$ cat src/rtl/pix_stream_packer_pkg.sv
// pix_stream_packer_pkg: shared system-state codes, frame geometry defaults and sync marker.
// The PIX_CHECKSUM_EN macro adds the CKSUM packer state.
package pix_stream_packer_pkg;
  localparam logic [7:0] ST_WAIT     = 8'h01;
  localparam logic [7:0] ST_TRANSFER = 8'h02;
  localparam logic [7:0] ST_DISPLAY  = 8'h03;
  localparam int W_DEF         = 50;
  localparam int H_DEF         = 40;
  localparam int PIX_TOTAL_DEF = W_DEF * H_DEF;
  localparam logic [7:0] SYNC_BYTE = 8'hA5;
  typedef enum logic [2:0] {
    P_IDLE,
    P_SYNC,
    P_B0,
    P_B1,
    P_B2,
`ifdef PIX_CHECKSUM_EN
    P_CKSUM,
`endif
    P_DONE
  } pk_state_e;
endpackage

$ cat src/rtl/pix_stream_packer.sv
// pix_stream_packer: locks on a sync byte, unpacks 3 UART bytes into 2 RGB444 pixels, counts a frame.
// Define PIX_CHECKSUM_EN to check a trailing XOR byte after the payload and report frame_err.
module pix_stream_packer
  import pix_stream_packer_pkg::*;
#(
  parameter int         W         = W_DEF,
  parameter int         H         = H_DEF,
  parameter int         PIX_TOTAL = W * H,
  parameter logic [7:0] SYNC_BYTE = pix_stream_packer_pkg::SYNC_BYTE
) (
  input  logic        clk,
  input  logic        rst_n,
  input  logic [7:0]  state,
  input  logic        byte_valid,
  input  logic [7:0]  byte_data,
  output logic        rx_valid,
  output logic [11:0] rx_data,
  output logic [14:0] pix_cnt,
  output logic        frame_done,
  output logic        frame_err
);
  if (PIX_TOTAL % 2 != 0) begin : g_odd
    $error("pix_stream_packer: PIX_TOTAL must be even");
  end
  localparam logic [14:0] LAST = 15'(PIX_TOTAL - 1);
  pk_state_e   st_q, st_d;
  logic [7:0]  hold_q, hold_d;
  logic        vld_q, vld_d;
  logic [11:0] data_q, data_d;
  logic [14:0] cnt_q, cnt_d;
  logic        done_q, done_d;
`ifdef PIX_CHECKSUM_EN
  logic [7:0]  xor_q, xor_d;
  logic        err_q, err_d;
  assign frame_err = err_q;
`else
  assign frame_err = 1'b0;
`endif
  assign rx_valid   = vld_q;
  assign rx_data    = data_q;
  assign pix_cnt    = cnt_q;
  assign frame_done = done_q;
  always_comb begin
    st_d   = st_q;
    hold_d = hold_q;
    vld_d  = 1'b0;
    data_d = data_q;
    cnt_d  = cnt_q;
    done_d = done_q;
`ifdef PIX_CHECKSUM_EN
    xor_d  = xor_q;
    err_d  = err_q;
`endif
    if (state != ST_TRANSFER) begin
      st_d   = P_IDLE;
      hold_d = '0;
      cnt_d  = '0;
      done_d = 1'b0;
`ifdef PIX_CHECKSUM_EN
      err_d  = 1'b0;
`endif
    end else begin
      case (st_q)
        P_IDLE: st_d = P_SYNC;
        P_SYNC: begin
`ifdef PIX_CHECKSUM_EN
          xor_d = '0;
`endif
          if (byte_valid && byte_data == SYNC_BYTE) st_d = P_B0;
        end
        P_B0: if (byte_valid) begin
          hold_d = byte_data;
          st_d   = P_B1;
        end
        // hold_q carries {R0,G0} into B1, then only R1 into B2
        P_B1: if (byte_valid) begin
          vld_d  = 1'b1;
          data_d = {hold_q, byte_data[7:4]};
          hold_d = {4'h0, byte_data[3:0]};
          cnt_d  = cnt_q + 15'd1;
          st_d   = P_B2;
        end
        P_B2: if (byte_valid) begin
          vld_d  = 1'b1;
          data_d = {hold_q[3:0], byte_data};
          cnt_d  = cnt_q + 15'd1;
          st_d   = P_B0;
          if (cnt_q == LAST) begin
`ifdef PIX_CHECKSUM_EN
            st_d   = P_CKSUM;
`else
            st_d   = P_DONE;
            done_d = 1'b1;
`endif
          end
        end
`ifdef PIX_CHECKSUM_EN
        P_CKSUM: if (byte_valid) begin
          done_d = byte_data == xor_q;
          err_d  = byte_data != xor_q;
          st_d   = P_DONE;
        end
`endif
        default: ;
      endcase
`ifdef PIX_CHECKSUM_EN
      if (byte_valid && (st_q == P_B0 || st_q == P_B1 || st_q == P_B2)) xor_d = xor_q ^ byte_data;
`endif
    end
  end
  always_ff @(posedge clk or negedge rst_n) begin
    if (!rst_n) begin
      st_q   <= P_IDLE;
      hold_q <= '0;
      vld_q  <= 1'b0;
      data_q <= '0;
      cnt_q  <= '0;
      done_q <= 1'b0;
`ifdef PIX_CHECKSUM_EN
      xor_q  <= '0;
      err_q  <= 1'b0;
`endif
    end else begin
      st_q   <= st_d;
      hold_q <= hold_d;
      vld_q  <= vld_d;
      data_q <= data_d;
      cnt_q  <= cnt_d;
      done_q <= done_d;
`ifdef PIX_CHECKSUM_EN
      xor_q  <= xor_d;
      err_q  <= err_d;
`endif
    end
  end
endmodule

$ cat config.mk
export PLATFORM = sky130hd
export DESIGN_NAME = pix_stream_packer
export DESIGN_NICKNAME = d
export VERILOG_FILES = /design/src/rtl/pix_stream_packer_pkg.sv /design/src/rtl/pix_stream_packer.sv
export SDC_FILE = /design/constraint.sdc
export NUM_CORES = 1
export LEC_CHECK = 0
export BUFFER_PORTS_ARGS = -buffer_cell sky130_fd_sc_hd__buf_4
export CAP_MARGIN = 30
export CORE_AREA = 2 2 78 88
export CTS_BUF_LIST = sky130_fd_sc_hd__clkbuf_8
export DETAILED_ROUTE_END_ITERATION = 8
export DIE_AREA = 0 0 80 90
export PLACE_DENSITY = 0.66
export SETUP_SLACK_MARGIN = 0.5
export SLEW_MARGIN = 20
export SYNTH_ARGS = -nofsm -noshare
export SYNTH_HDL_FRONTEND = slang
export SYNTH_SLANG_ARGS = --single-unit
$ cat constraint.sdc
create_clock -name clk -period 3.7 [get_ports clk]
set_input_delay 0 -clock clk [delete_from_list [all_inputs] [get_ports clk]]
set_output_delay 0 -clock clk [all_outputs]
set_load 0.01 [all_outputs]
Word-level counts from Yosys, hierarchy flattened
Index checks and enable logic that the tools add are counted. Widths: inputs -> output; s select.

Muxes and demuxes: 24. Div/mod/pow operators: 0. Equality and inequality tests: 13. Multipliers: 0. Shift-type cells: 0. Reductions and logical operators: 15. Add/sub/neg operators: 1. Bitwise gates (word level): 1. Order comparisons: 0.

Operator list (count): $mux 15 (3); $mux 12 (2); $mux 8 (3); $pmux 12 s2 (1); $mux 3 (6); $pmux 8 s2 (1); $add 15x1->15 const B (1); $eq 15x11->1 const B (1); $pmux 3 s5 (1); $ne 3x3->1 const B (4); $reduce_bool 2->1 (5); $eq 8x8->1 const B (1); $ne 8x2->1 const B (1); $mux 1 (7); $eq 3x2->1 const B (2); $reduce_and 3->1 (2); $reduce_bool 6->1 (1); $reduce_and 5->1 (1); $ne 2x2->1 const B (2); $reduce_and 4->1 (1); $eq 3x1->1 const B (1); $eq 3x3->1 const B (1); $logic_not 3->1 (1); $reduce_bool 3->1 (1); 4 further kinds (4).

Memory bits (writable): 0. Bits in latches: 0. Register bits: 40. Memory bits (read-only): 0. Memories kept: 0.

Logic depth before layout (Yosys ltp)
Gate-level depths: netlist of the first run.

Word-level depth: 5. Gate-level depth with buffers: 7. Depth with buffers taken out: 5.

Least setup slack after synthesis of the first run
OpenSTA, ideal clock, no wires.

Kind: reg2reg. Start point: register cnt_q[5] (netlist: pix_cnt[5]). End point: register st_q[1]. Period minus slack after synthesis: 1687 ps. Arrival: 1558 ps. Setup time: 129 ps. Setup slack: 2013 ps. Required time: 3571 ps. Cell stages (with the launch flop): 5. Path buffers: 0. Cells stage by stage: dfrtp_1 > or4_1 > nor4b_2 > nand2b_1 > a31oi_1.

Cells in the longest elaborated chain, start to end: 5.

RTL lines: from (decl) (line pix_stream_packer.sv:30) `logic [14:0] cnt_q, cnt_d;`; from (signal assigned) (line pix_stream_packer.sv:128) `cnt_q <= cnt_d;`; $eq 15x11->1 (line pix_stream_packer.sv:88) `if (cnt_q == LAST) begin`; $mux 3 (line pix_stream_packer.sv:88); $mux 3 (line pix_stream_packer.sv:83) `P_B2: if (byte_valid) begin`; $pmux 3 s5 (line pix_stream_packer.sv:63) `case (st_q)`; $mux 3 (line pix_stream_packer.sv:54) `if (state != ST_TRANSFER) begin`; to (signal assigned) (line pix_stream_packer.sv:124) `st_q <= st_d;`; to (decl) (line pix_stream_packer.sv:26) `pk_state_e st_q, st_d;`.

No other way between the ends. The select of a mux whose other input is x is not followed. A chain may end at the register's enable or synchronous reset.

Final worst setup path of the first run
Start point: register st_q[0]. End point: register cnt_q[14] (netlist: pix_cnt[14]).

Cells in the longest elaborated chain, start to end: 4. Elaborated cells on any way between the ends: 5.

RTL lines (line): $eq 3x3->1 or $eq 3x2->1 (tied branches) (pix_stream_packer.sv:63); $reduce_or 2->1 (no line) *; $reduce_bool 2->1 (no line) *; $reduce_and 2->1 (no line) *.

Mark *: on every way between the ends. The rest lies on a longest branch, timed or not.

==> flow_metrics.py, run 1 <==
metrics = {
    "status": {
        "outcome": "finished, final reports clean",
    },
    "final_layout": {
        "utilization": 0.4233,
        "drive_gt1_frac": 0.2605,
        "area_growth_pct": 28.40,
        "antenna_cells": 0,
        "final_cells": 343,
        "layout.nets": 280,
    },
    "logic_synthesis": {
        "yosysUniqueCellTypes": 45,
        "yosysTopAreaCell": "dfrtp_1",
        "synth_edf_count": 0,
        "synthAdderAreaFrac": 0.005967,
        "synth_area_um2": 2097,
        "yosysMostFrequentCell": "dfrtp_1",
        "synth_compound_area_frac": 0.1420,
        "yosys_warnings": 0,
        "synth_xor_area_frac": 0.04594,
        "ys_seq_elements": 40,
        "synth_common_cells": "dfrtp_1, nand2_1, nor2_1, o21ai_0",
        "async_flop_share": 1.000,
        "synthMuxAreaShare": 0.06205,
        "synth-simple-area-share": 0.2303,
        "ys_seq_area_frac": 0.4773,
        "synthCells": 209,
        "synth_top_cell_area_share": 0.4773,
        "synthTopCellsByArea": "dfrtp_1, mux2i_1, nand2_1",
        "synth_top_family_by_area": "simple AND/OR/NAND/NOR gates",
        "syn-num-nets": 229,
        "synth_ff_type": "dfrtp_1",
        "avgSynthCellArea_um2": 10.03,
    },
    "clock_network": {
        "clock_sinks": 40,
        "numCtsBuffers": 5,
        "root_buffer": "clkbuf_8",
        "clkTransAtPathRegs_ns": 0.09,
        "clkLatencyLatePin_ns": 0.29,
        "cts_max_level": 2,
        "clockBufferDepth": 2,
        "cts_setup_buffers": 0,
        "cts_tree": "yes",
    },
    "power_and_ir_drop": {
        "p_leak_nw": 1.136,
        "irDropWorstVdd_uv": 187.1,
        "powerDensity_nw_per_um2": 310.2,
    },
    "critical_path": {
        "required_ns": 3.88,
        "path_cells": "nand4bb_1 -> a2111oi_0 -> nand4_1 -> mux2i_1",
        "critical-path-max-stage-delay_ns": 0.61,
        "r2r-start": "st_q[0]$_DFFE_PN0P_",
        "path_max_fanout": 11,
        "rr_endpoint": "pix_cnt[14]$_DFFE_PN0P_",
        "r2r_cells": 4,
        "crit_buf_inv": 0,
        "endpoint_kind": "flop",
        "cp_slowest_cell": "a2111oi_0",
        "cp_top_family": "simple AND/OR/NAND/NOR gates",
        "arrival_ns": 2.31,
        "rrSetupSlack_ns": 1.56,
        "crit_path_start_kind": "flop",
        "critPathKind": "flop to flop",
    },
    "timing": {
        "report.final.slew_viol_count": 0,
        "post-route-period-util": 0.5773,
        "rsz0062_at_grt": "no",
        "worst_slew_pin_slew_ns": 0.8959,
        "setup_slack_ns": 1.564,
        "fin_hold_ws_ns": 0.01080,
        "max_slew_margin": 0.4010,
        "fin_tns_setup_ns": 0,
        "fmax_mhz": 468.2,
        "hold_viol_final": 0,
        "setup_violations": 0,
        "period_needed_ns": 2.136,
        "skew_ns": 0.009191,
    },
    "route": {
        "first_pass_iters": 6,
        "ant_nets": 0,
        "viasPerCell": 5.035,
        "drc": 0,
        "wl_um": 4863,
        "drt_iter0_drc": 92,
        "vias": 1727,
        "wl_per_cell_um": 14.18,
    },
    "die": {
        "rows": 31,
        "initial_core_util": 0.3297,
        "io_pins": 49,
        "die_area_um2": 7200,
        "fp.dieH_um": 90,
        "die_w_um": 80,
        "core_um2": 6361,
    },
    "placed_design": {
        "gp_congestion": 0.7813,
        "hpwl_um": 3372,
        "placedCellCount": 327,
        "pre_cts_ws_ns": 1.611,
        "port_buffers": 47,
    },
    "global_route": {
        "first_global_vias": 1624,
        "grt_max_degree": 41,
        "grt_overflow_total": 0,
        "grt_use_total": 0.1363,
        "antenna_found_initial": 0,
        "grt_first_pass_wirelength_um": 7914,
    },
    "hold_path": {
        "min_from": "byte_data[7]",
        "hold_depth": 3,
        "hold_class": "input port to flop",
        "worstHoldEndpoint": "hold_q[7]$_DFFE_PN0P_",
    },
    "run": {
        "maxCapViolCount": 0,
    },
}
[tightest hold or removal path, stage by stage]
cell,delay [ns]
buf_4,0.13
nand3_1,0.07
a21oi_1,0.06
[area by class of cell]
class                      count  area (um2)
tap                           82       102.6
sequential                    40        1001
timing repair buffer          56       440.4
fill                         644        3669
clock buffer                   5       68.82
multi-input combinational    155        1030
clock inverter                 3       42.54
inverter                       2       7.507
[what timing repair did]
item	in CTS	in global routing
gates resized for setup	0	0
endpoints found under the hold margin	47	0
hold buffers	8	0
[through the flow]
step                      power (mW)  cell area (um2)
after detailed placement      0.4800             2501
after floorplan               0.4529             2097
after global routing          0.8715             2693
after CTS                     0.8449             2693
final                         0.8353             2693
after global placement        0.4796             2495
[registers in the layout, summed over array words and instances (netlist names)]
| register | flops |
|---|---|
| pix_cnt | 15 |
| frame_done | 1 |
| rx_valid | 1 |
| hold_q | 8 |
| rx_data | 12 |
| st_q | 3 |
[routing by layer]
metal	vias to the layer above	track usage	share of wire	wire, um
met1	829	0.1795	0.43	2114
li1	847	-	-	-
met3	4	0.03012	0.057	276
met2	47	0.2271	0.50	2431
met5	-	0	0	0
met4	0	0.03107	0.0084	41
[kinds of logic (layout without fill, tap and decap cells)]
| kind of cell | count (synthesis) | after routing |
|---|---|---|
| compound gates | 43 | 43 |
| xor+xnor | 11 | 11 |
| fa+ha+maj | 1 | 1 |
| buf+inv | 14 | 66 |
| flops | 40 | 40 |
| mux | 13 | 13 |
| other cells | 1 | 1 |
| simple gates | 86 | 86 |
[how the worst max path moves through the flow]
stage | from | to | slack [ns] | cells after the start
finish | st_q[0]$_DFFE_PN0P_ | pix_cnt[14]$_DFFE_PN0P_ | 1.56 | 4
global route | st_q[1]$_DFFE_PN0P_ | pix_cnt[14]$_DFFE_PN0P_ | 1.43 | 4
CTS | st_q[0]$_DFFE_PN0P_ | pix_cnt[14]$_DFFE_PN0P_ | 1.56 | 4
detailed placement | st_q[0]$_DFFE_PN0P_ | pix_cnt[14]$_DFFE_PN0P_ | 1.61 | 4
global placement | st_q[1]$_DFFE_PN0P_ | rx_data[4]$_DFFE_PN0P_ | 1.61 | 3
floorplan | pix_cnt[5]$_DFFE_PN0P_ | st_q[1]$_DFFE_PN0P_ | 2.01 | 4
[power breakdown]
group | switching (mW) | internal (mW) | leakage, nW
sequential | 0.000135 | 0.437 | 0.559
clock | 0.158 | 0.200 | 0.0541
combinational | 0.0203 | 0.0202 | 0.522
total | 0.179 | 0.657 | 1.14
[cell usage in the layout, fill, tap and decap left out, drive strengths merged, types with 2 or more instances in the layout]
master,Yosys,layout
xor2,5,5
dfrtp,40,40
a2111oi,4,4
nand2b,2,2
or4,2,2
o2111ai,3,3
nand4,4,4
and4,2,2
mux2i,13,13
o21ai,15,15
nand2,32,32
buf,7,48
nand3b,2,2
inv,2,2
nor3b,2,2
nor2,14,14
a21oi,13,13
dlygate4sd3,0,8
a31oi,4,4
or2,2,2
or3,2,2
xnor2,6,6
clkbuf,5,5
nand3,9,9
nor4,2,2
nor4b,3,3
o211ai,2,2
(Power assumes the default switching activity.)
==> inputs of run 2 (changes only) <==
--- a/config.mk
+++ b/config.mk
@@ -5,13 +5,14 @@
 export SDC_FILE = /design/constraint.sdc
 export NUM_CORES = 1
 export LEC_CHECK = 0
+export ABC_AREA = 1
 export BUFFER_PORTS_ARGS = -buffer_cell sky130_fd_sc_hd__buf_4
 export CAP_MARGIN = 30
-export CORE_AREA = 2 2 78 88
+export CORE_AREA = 2 2 81 90
 export CTS_BUF_LIST = sky130_fd_sc_hd__clkbuf_8
 export DETAILED_ROUTE_END_ITERATION = 8
-export DIE_AREA = 0 0 80 90
-export PLACE_DENSITY = 0.66
+export DIE_AREA = 0 0 83 92
+export PLACE_DENSITY = 0.65
 export SETUP_SLACK_MARGIN = 0.5
 export SLEW_MARGIN = 20
 export SYNTH_ARGS = -nofsm -noshare
==> constraint.sdc (replaced) <==
create_clock -name clk -period 2.2 [get_ports clk]
set_input_delay 0 -clock clk [delete_from_list [all_inputs] [get_ports clk]]
set_output_delay 0 -clock clk [all_outputs]
set_load 0.01 [all_outputs]
==> flow_metrics.py, run 2 <==
metrics = {
    "logic_synthesis": {
        "async_flop_share": 1.000,
        "yosysUniqueCellTypes": 28,
        "synth_area_um2": 2228,
        "yosysMostFrequentCell": "nand2_1",
        "synthCells": 307,
        "yosys_warnings": 0,
        "ys_seq_elements": 40,
        "yosysTopAreaCell": "dfrtp_1",
        "syn-num-nets": 327,
        "synth_common_cells": "nand2_1, dfrtp_1, nor2_1, inv_1, o21ai_0",
        "synthTopCellsByArea": "dfrtp_1, nand2_1, nor2_1",
        "ys_seq_area_frac": 0.4492,
        "avgSynthCellArea_um2": 7.259,
        "synth_top_cell_area_share": 0.4492,
        "synth_edf_count": 0,
        "synth_ff_type": "dfrtp_1",
    },
    "die": {
        "rows": 32,
        "fp.dieH_um": 92,
        "die_w_um": 83,
        "io_pins": 49,
        "initial_core_util": 0.3255,
        "die_area_um2": 7636,
        "core_um2": 6847,
    },
    "critical_path": {
        "path_max_fanout": 8,
        "crit_top_cell": "nand2_1",
        "crit_buf_inv": 2,
        "path_cells": "inv_1 -> nand2_1 -> nand2_1 -> nand3_4 -> nand2_2 -> inv_1 -> nand2_1 -> o31ai_1",
        "arrival_ns": 1.69,
        "r2r-start": "st_q[0]$_DFFE_PN0P_",
        "rr_endpoint": "pix_cnt[2]$_DFFE_PN0P_",
        "critPathKind": "flop to flop",
        "rrSetupSlack_ns": 0.68,
        "cp_slowest_cell": "dfrtp_1",
        "required_ns": 2.37,
        "endpoint_kind": "flop",
        "crit_path_start_kind": "flop",
        "cp_top_family": "simple AND/OR/NAND/NOR gates",
        "critical-path-max-stage-delay_ns": 0.41,
        "r2r_cells": 8,
    },
    "timing": {
        "skew_ns": 0.006151,
        "max_slew_margin": 0.6529,
        "post-route-period-util": 0.6907,
        "report.final.slew_viol_count": 0,
        "rsz0062_at_grt": "no",
        "fin_tns_setup_ns": 0,
        "period_needed_ns": 1.520,
        "fmax_mhz": 658.1,
        "worst_slew_pin_slew_ns": 0.5207,
        "hold_viol_final": 0,
        "setup_violations": 0,
    },
    "final_layout": {
        "final_cells": 451,
        "area_growth_pct": 28.30,
        "seqCellArea_um2": 1001,
        "largest_register_ffs": 15,
        "layout_common_cells": "nand2_1, buf_4, dfrtp_1, nor2_1, inv_1",
        "drive_gt1_frac": 0.1995,
        "nFillCells": 700,
        "antenna_cells": 0,
        "final_common_cell": "nand2_1",
        "multi_input_area_um2": 1045,
        "utilization": 0.4176,
        "layout.nets": 385,
    },
    "clock_network": {
        "clock_sinks": 40,
        "root_buffer": "clkbuf_8",
        "cts_tree": "yes",
        "clockBufferDepth": 2,
        "cts_max_level": 2,
        "clkTransAtPathRegs_ns": 0.08,
        "clkLatencyLatePin_ns": 0.30,
        "cts_setup_buffers": 0,
        "numCtsBuffers": 5,
    },
    "route": {
        "drc": 0,
        "wl_um": 5312,
        "ant_nets": 0,
        "drt_iter0_drc": 197,
        "viasPerCell": 4.694,
        "first_pass_iters": 4,
        "vias": 2117,
        "wl_per_cell_um": 11.78,
    },
    "hold_path": {
        "min_from": "byte_valid",
        "hold_class": "input port to flop",
        "hold_depth": 4,
        "worstHoldEndpoint": "st_q[1]$_DFFE_PN0P_",
    },
    "global_route": {
        "grt_use_total": 0.1458,
        "grt_first_pass_wirelength_um": 9156,
        "grt_overflow_total": 0,
        "antenna_found_initial": 0,
        "grt_max_degree": 41,
        "first_global_vias": 2056,
    },
    "placed_design": {
        "placedCellCount": 434,
        "hpwl_um": 3846,
        "gp_congestion": 0.8633,
        "port_buffers": 47,
    },
    "power_and_ir_drop": {
        "powerDensity_nw_per_um2": 494.7,
        "p_seq_frac": 0.519,
        "clkPwrFrac": 0.429,
        "p_comb_frac": 0.052,
        "irDropWorstVdd_uv": 214.9,
        "p_int_mw": 1.107,
        "swShare": 0.2175,
        "p_sw_mw": 0.3076,
        "p_leak_nw": 1.414,
    },
    "status": {
        "outcome": "finished, final reports clean",
    },
    "run": {
        "maxCapViolCount": 0,
    },
}
==> run 2: cell types whose count changed after synthesis, moves of 5 or more <==
cell | before | now
o21ai_0 | 14 | 26
mux2i_1 | 13 | 0
nor2_1 | 14 | 39
nand2_1 | 32 | 98
o21ai_2 | 0 | 8
inv_1 | 2 | 34
nand4_1 | 4 | 11
xnor2_1 | 6 | 1
==> run 2: how the worst max path moves through the flow <==
stage | cells past startpoint | start | slack (ns) | end
3_3_place_gp | 8 | st_q[0]$_DFFE_PN0P_ | 0.70 | rx_data[9]$_DFFE_PN0P_
3_5_place_dp | 7 | st_q[2]$_DFFE_PN0P_ | 0.69 | rx_data[0]$_DFFE_PN0P_
4_1_cts | 8 | st_q[1]$_DFFE_PN0P_ | 0.67 | rx_data[8]$_DFFE_PN0P_
5_1_grt | 8 | st_q[1]$_DFFE_PN0P_ | 0.53 | pix_cnt[2]$_DFFE_PN0P_
2_1_floorplan | 9 | st_q[0]$_DFFE_PN0P_ | 0.87 | rx_data[6]$_DFFE_PN0P_
6_report | 8 | st_q[0]$_DFFE_PN0P_ | 0.68 | pix_cnt[2]$_DFFE_PN0P_
==> run 2: kinds of logic after synthesis <==
group	after synthesis	synth area share
compound gates	51	0.1303
xor+xnor	4	0.01572
fa+ha+maj	1	0.005614
buf+inv	44	0.08197
flops	40	0.4492
other cells	1	0.001683
simple gates	166	0.3156
==> run 2: repair_timing <==
item,in CTS,in global routing
hold buffers,9,0
endpoints found under the hold margin,48,0
resized for setup,0,2
endpoints found under the setup margin,0,1
==> run 2: area by class of cell <==
type                       count  share of cell area
sequential                    40              0.3501
clock buffer                   5             0.02407
tap                           85             0.03720
timing repair buffer          57              0.1575
clock inverter                 3             0.01488
inverter                      38             0.05077
multi-input combinational    223              0.3654
==> run 2: power by group through the flow <==
stage | Sequential [mW] | Combinational, mW | Clock, mW
6_report | 0.735 | 0.0736 | 0.606
5_1_grt | 0.735 | 0.0829 | 0.644
4_1_cts | 0.735 | 0.0753 | 0.618
3_5_place_dp | 0.749 | 0.0628 | 0
3_3_place_gp | 0.749 | 0.0622 | 0
2_1_floorplan | 0.749 | 0.0161 | 0
==> run 2: worst register-to-register path, cell delays in order (launching register included) <==
cell     delay, ns
dfrtp_1       0.41
inv_1         0.09
nand2_1       0.09
nand2_1       0.11
nand3_4       0.14
nand2_2       0.20
inv_1         0.20
nand2_1       0.10
o31ai_1       0.07
==> run 2: metrics by stage <==
| step | setup WS, ns | hold slack [ns] | power, mW | instance area (um2) |
|---|---|---|---|---|
| global placement | 0.7048 | 0.01311 | 0.8114 | 2655 |
| detailed placement | 0.6890 | 0.01695 | 0.8120 | 2655 |
| global route | 0.5296 | 0.06094 | 1.462 | 2859 |
| finish | 0.6805 | 0.05005 | 1.414 | 2859 |
| floorplan | 0.8703 | -0.2956 | 0.7656 | 2228 |
| CTS | 0.6680 | 0.05247 | 1.428 | 2856 |
==> run 2: routing by layer <==
| metal | up-vias | share of wire | global-route usage |
|---|---|---|---|
| li1 | 1090 | - | - |
| met1 | 963 | 0.45 | 0.1773 |
| met2 | 57 | 0.48 | 0.2554 |
| met3 | 7 | 0.053 | 0.02790 |
| met4 | 0 | 0.014 | 0.05464 |
| met5 | - | 0 | 0 |
==> inputs of run 3 (changes only) <==
--- a/config.mk
+++ b/config.mk
@@ -12,7 +12,7 @@
 export CTS_BUF_LIST = sky130_fd_sc_hd__clkbuf_8
 export DETAILED_ROUTE_END_ITERATION = 8
 export DIE_AREA = 0 0 83 92
-export PLACE_DENSITY = 0.65
+export PLACE_DENSITY = 0.67
 export SETUP_SLACK_MARGIN = 0.5
 export SLEW_MARGIN = 20
 export SYNTH_ARGS = -nofsm -noshare
==> constraint.sdc (replaced) <==
create_clock -name clk -period 1.3 [get_ports clk]
set_input_delay 0 -clock clk [delete_from_list [all_inputs] [get_ports clk]]
set_output_delay 0 -clock clk [all_outputs]
set_load 0.01 [all_outputs]
==> flow_metrics.py, run 3 (synthesis results as in run 2) <==
metrics = {
    "route": {
        "drt_iter0_drc": 127,
        "viasPerCell": 4.705,
        "drc": 0,
        "wl_per_cell_um": 12.43,
        "first_pass_iters": 4,
        "ant_nets": 0,
        "vias": 2348,
        "wl_um": 6201,
    },
    "critical_path": {
        "rr_endpoint": "rx_data[3]$_DFFE_PN0P_",
        "rrSetupSlack_ns": -0.06,
        "path_cells": "inv_2 -> nand2_2 -> nand2_2 -> nand3_4 -> nor2_4 -> inv_4 -> clkbuf_16 -> nand2_1 -> o21ai_2",
        "cp_slowest_cell": "dfrtp_1",
        "crit_top_cell": "nand2_2",
        "crit_path_start_kind": "flop",
        "r2r_cells": 9,
        "critical-path-max-stage-delay_ns": 0.42,
        "required_ns": 1.49,
        "r2r-start": "st_q[1]$_DFFE_PN0P_",
        "endpoint_kind": "flop",
        "crit_start": "st_q[1]$_DFFE_PN0P_",
        "critPathKind": "flop to flop",
        "crit_end": "rx_data[3]$_DFFE_PN0P_",
        "arrival_ns": 1.54,
        "path_max_fanout": 6,
    },
    "clock_network": {
        "cts_tree": "yes",
        "cts_max_level": 2,
        "clkLatencyLatePin_ns": 0.30,
        "numCtsBuffers": 5,
        "root_buffer": "clkbuf_8",
        "clockBufferDepth": 2,
        "clkTransAtPathRegs_ns": 0.08,
        "clock_sinks": 40,
    },
    "placed_design": {
        "port_buffers": 47,
        "pre_cts_ws_ns": -0.07045,
        "gp_congestion": 0.8680,
        "hpwl_um": 4273,
        "place_area_um2": 2933,
    },
    "global_route": {
        "grt_overflow_total": 0,
        "grt_use_total": 0.1687,
        "antenna_found_initial": 0,
        "grt_max_degree": 41,
        "first_global_vias": 2331,
        "grt_first_pass_wirelength_um": 10630,
    },
    "timing": {
        "skew_ns": 0.01114,
        "max_slew_margin": 0.6532,
        "rsz0062_at_grt": "yes",
        "report.final.slew_viol_count": 0,
        "period_needed_ns": 1.355,
        "fmax_mhz": 737.8,
        "setup_violations": 21,
        "hold_viol_final": 0,
        "worst_slew_pin_slew_ns": 0.5202,
        "post-route-period-util": 1.043,
        "setup_slack_ns": -0.05546,
    },
    "die": {
        "core_um2": 6847,
        "io_pins": 49,
        "fp.dieH_um": 92,
        "die_area_um2": 7636,
        "die_w_um": 83,
        "rows": 32,
        "initial_core_util": 0.3255,
    },
    "final_layout": {
        "layout_common_cells": "nand2_1, buf_4, buf_6, nor2_1, dfrtp_1",
        "final_common_cell": "nand2_1",
        "drive_gt1_frac": 0.3816,
        "area_growth_pct": 57.89,
        "antenna_cells": 0,
        "design_area_um2": 3518,
        "layout.nets": 433,
        "largest_register_ffs": 15,
    },
    "status": {
        "violations": "setup timing",
        "outcome": "finished, violations left",
    },
    "power_and_ir_drop": {
        "p_leak_nw": 1.687,
        "p_total_mw": 2.249,
        "powerDensity_nw_per_um2": 639.2,
        "irDropWorstVdd_uv": 330.7,
    },
    "run": {
        "maxCapViolCount": 0,
    },
    "hold_path": {
        "hold_class": "input port to flop",
    },
}
==> run 3: cell types whose count changed in the layout (fill, tap and decap cells not counted), moves of 5 or more <==
cell	change
buf_4	+6
buf_6	+39
dfrtp_1	-7
dfrtp_2	+7
inv_1	-6
nand2_1	-14
nand2_2	+13
o21ai_0	-5
==> run 3: layer usage <==
layer	vias up	wire length (um)	GRT usage
met5	-	0	0
met4	0	112	0.06694
met3	15	262	0.03150
met2	63	3081	0.2957
met1	1085	2745	0.2039
li1	1185	-	-
==> run 3: worst max-delay path, delay by kind of cell (launching register included) <==
kind	cells	cell delay, ns
AO/OA/AOI/OAI	1	0.05
buffers and inverters	3	0.32
flip-flops	1	0.42
AND/OR/NAND/NOR	5	0.44
==> run 3: stage by stage <==
step / setup TNS (ns) / hold slack [ns] / std cells / util
6_report: -0.5372 / 0.01845 / 499 / 0.5139
2_1_floorplan: 0 / -0.2956 / 307 / -
5_1_grt: -3.551 / 0.06323 / 499 / 0.5139
3_3_place_gp: -0.1059 / 0.01270 / 464 / 0.4284
3_5_place_dp: -0.5968 / 0.01676 / 464 / 0.4284
4_1_cts: -0.1605 / 0.03787 / 496 / 0.5062
==> run 3: what timing repair did <==
action                     4_1_cts  5_1_grt
hold endpoints to repair        48        0
setup endpoints to repair       68       69
hold buffers                     9        0
resized for setup               62        7
cloned                           1        1
pin swaps                        4        4
setup buffers                   14        2
==> run 3: worst min-delay path by stage <==
stage | start | end | slack, ns | cells past startpoint
floorplan | rst_n | frame_done$_DFFE_PN0P_ | -0.30 | 0
global placement | rst_n | pix_cnt[11]$_DFFE_PN0P_ | 0.01 | 1
detailed placement | rst_n | pix_cnt[11]$_DFFE_PN0P_ | 0.02 | 1
CTS | byte_data[7] | rx_data[7]$_DFFE_PN0P_ | 0.04 | 3
global route | byte_data[7] | rx_data[7]$_DFFE_PN0P_ | 0.06 | 3
finish | byte_data[0] | rx_data[0]$_DFFE_PN0P_ | 0.02 | 3
==> run 3: where the power goes <==
group	total [mW]	switching (mW)	leakage [nW]	internal [mW]
combinational	0.129	0.0644	1.09	0.0643
sequential	1.24	0.0000961	0.547	1.24
clock	0.877	0.453	0.0510	0.424
total	2.25	0.518	1.69	1.73
==> run 3: area by class of cell <==
type | count | area [um2]
Clock buffer | 6 | 82.58
Clock inverter | 2 | 10.01
Fill cell | 641 | 3328
Inverter | 38 | 153.9
Multi-Input combinational cell | 223 | 1149
Sequential cell | 40 | 1010
Tap cell | 85 | 106.4
Timing Repair Buffer | 105 | 1007
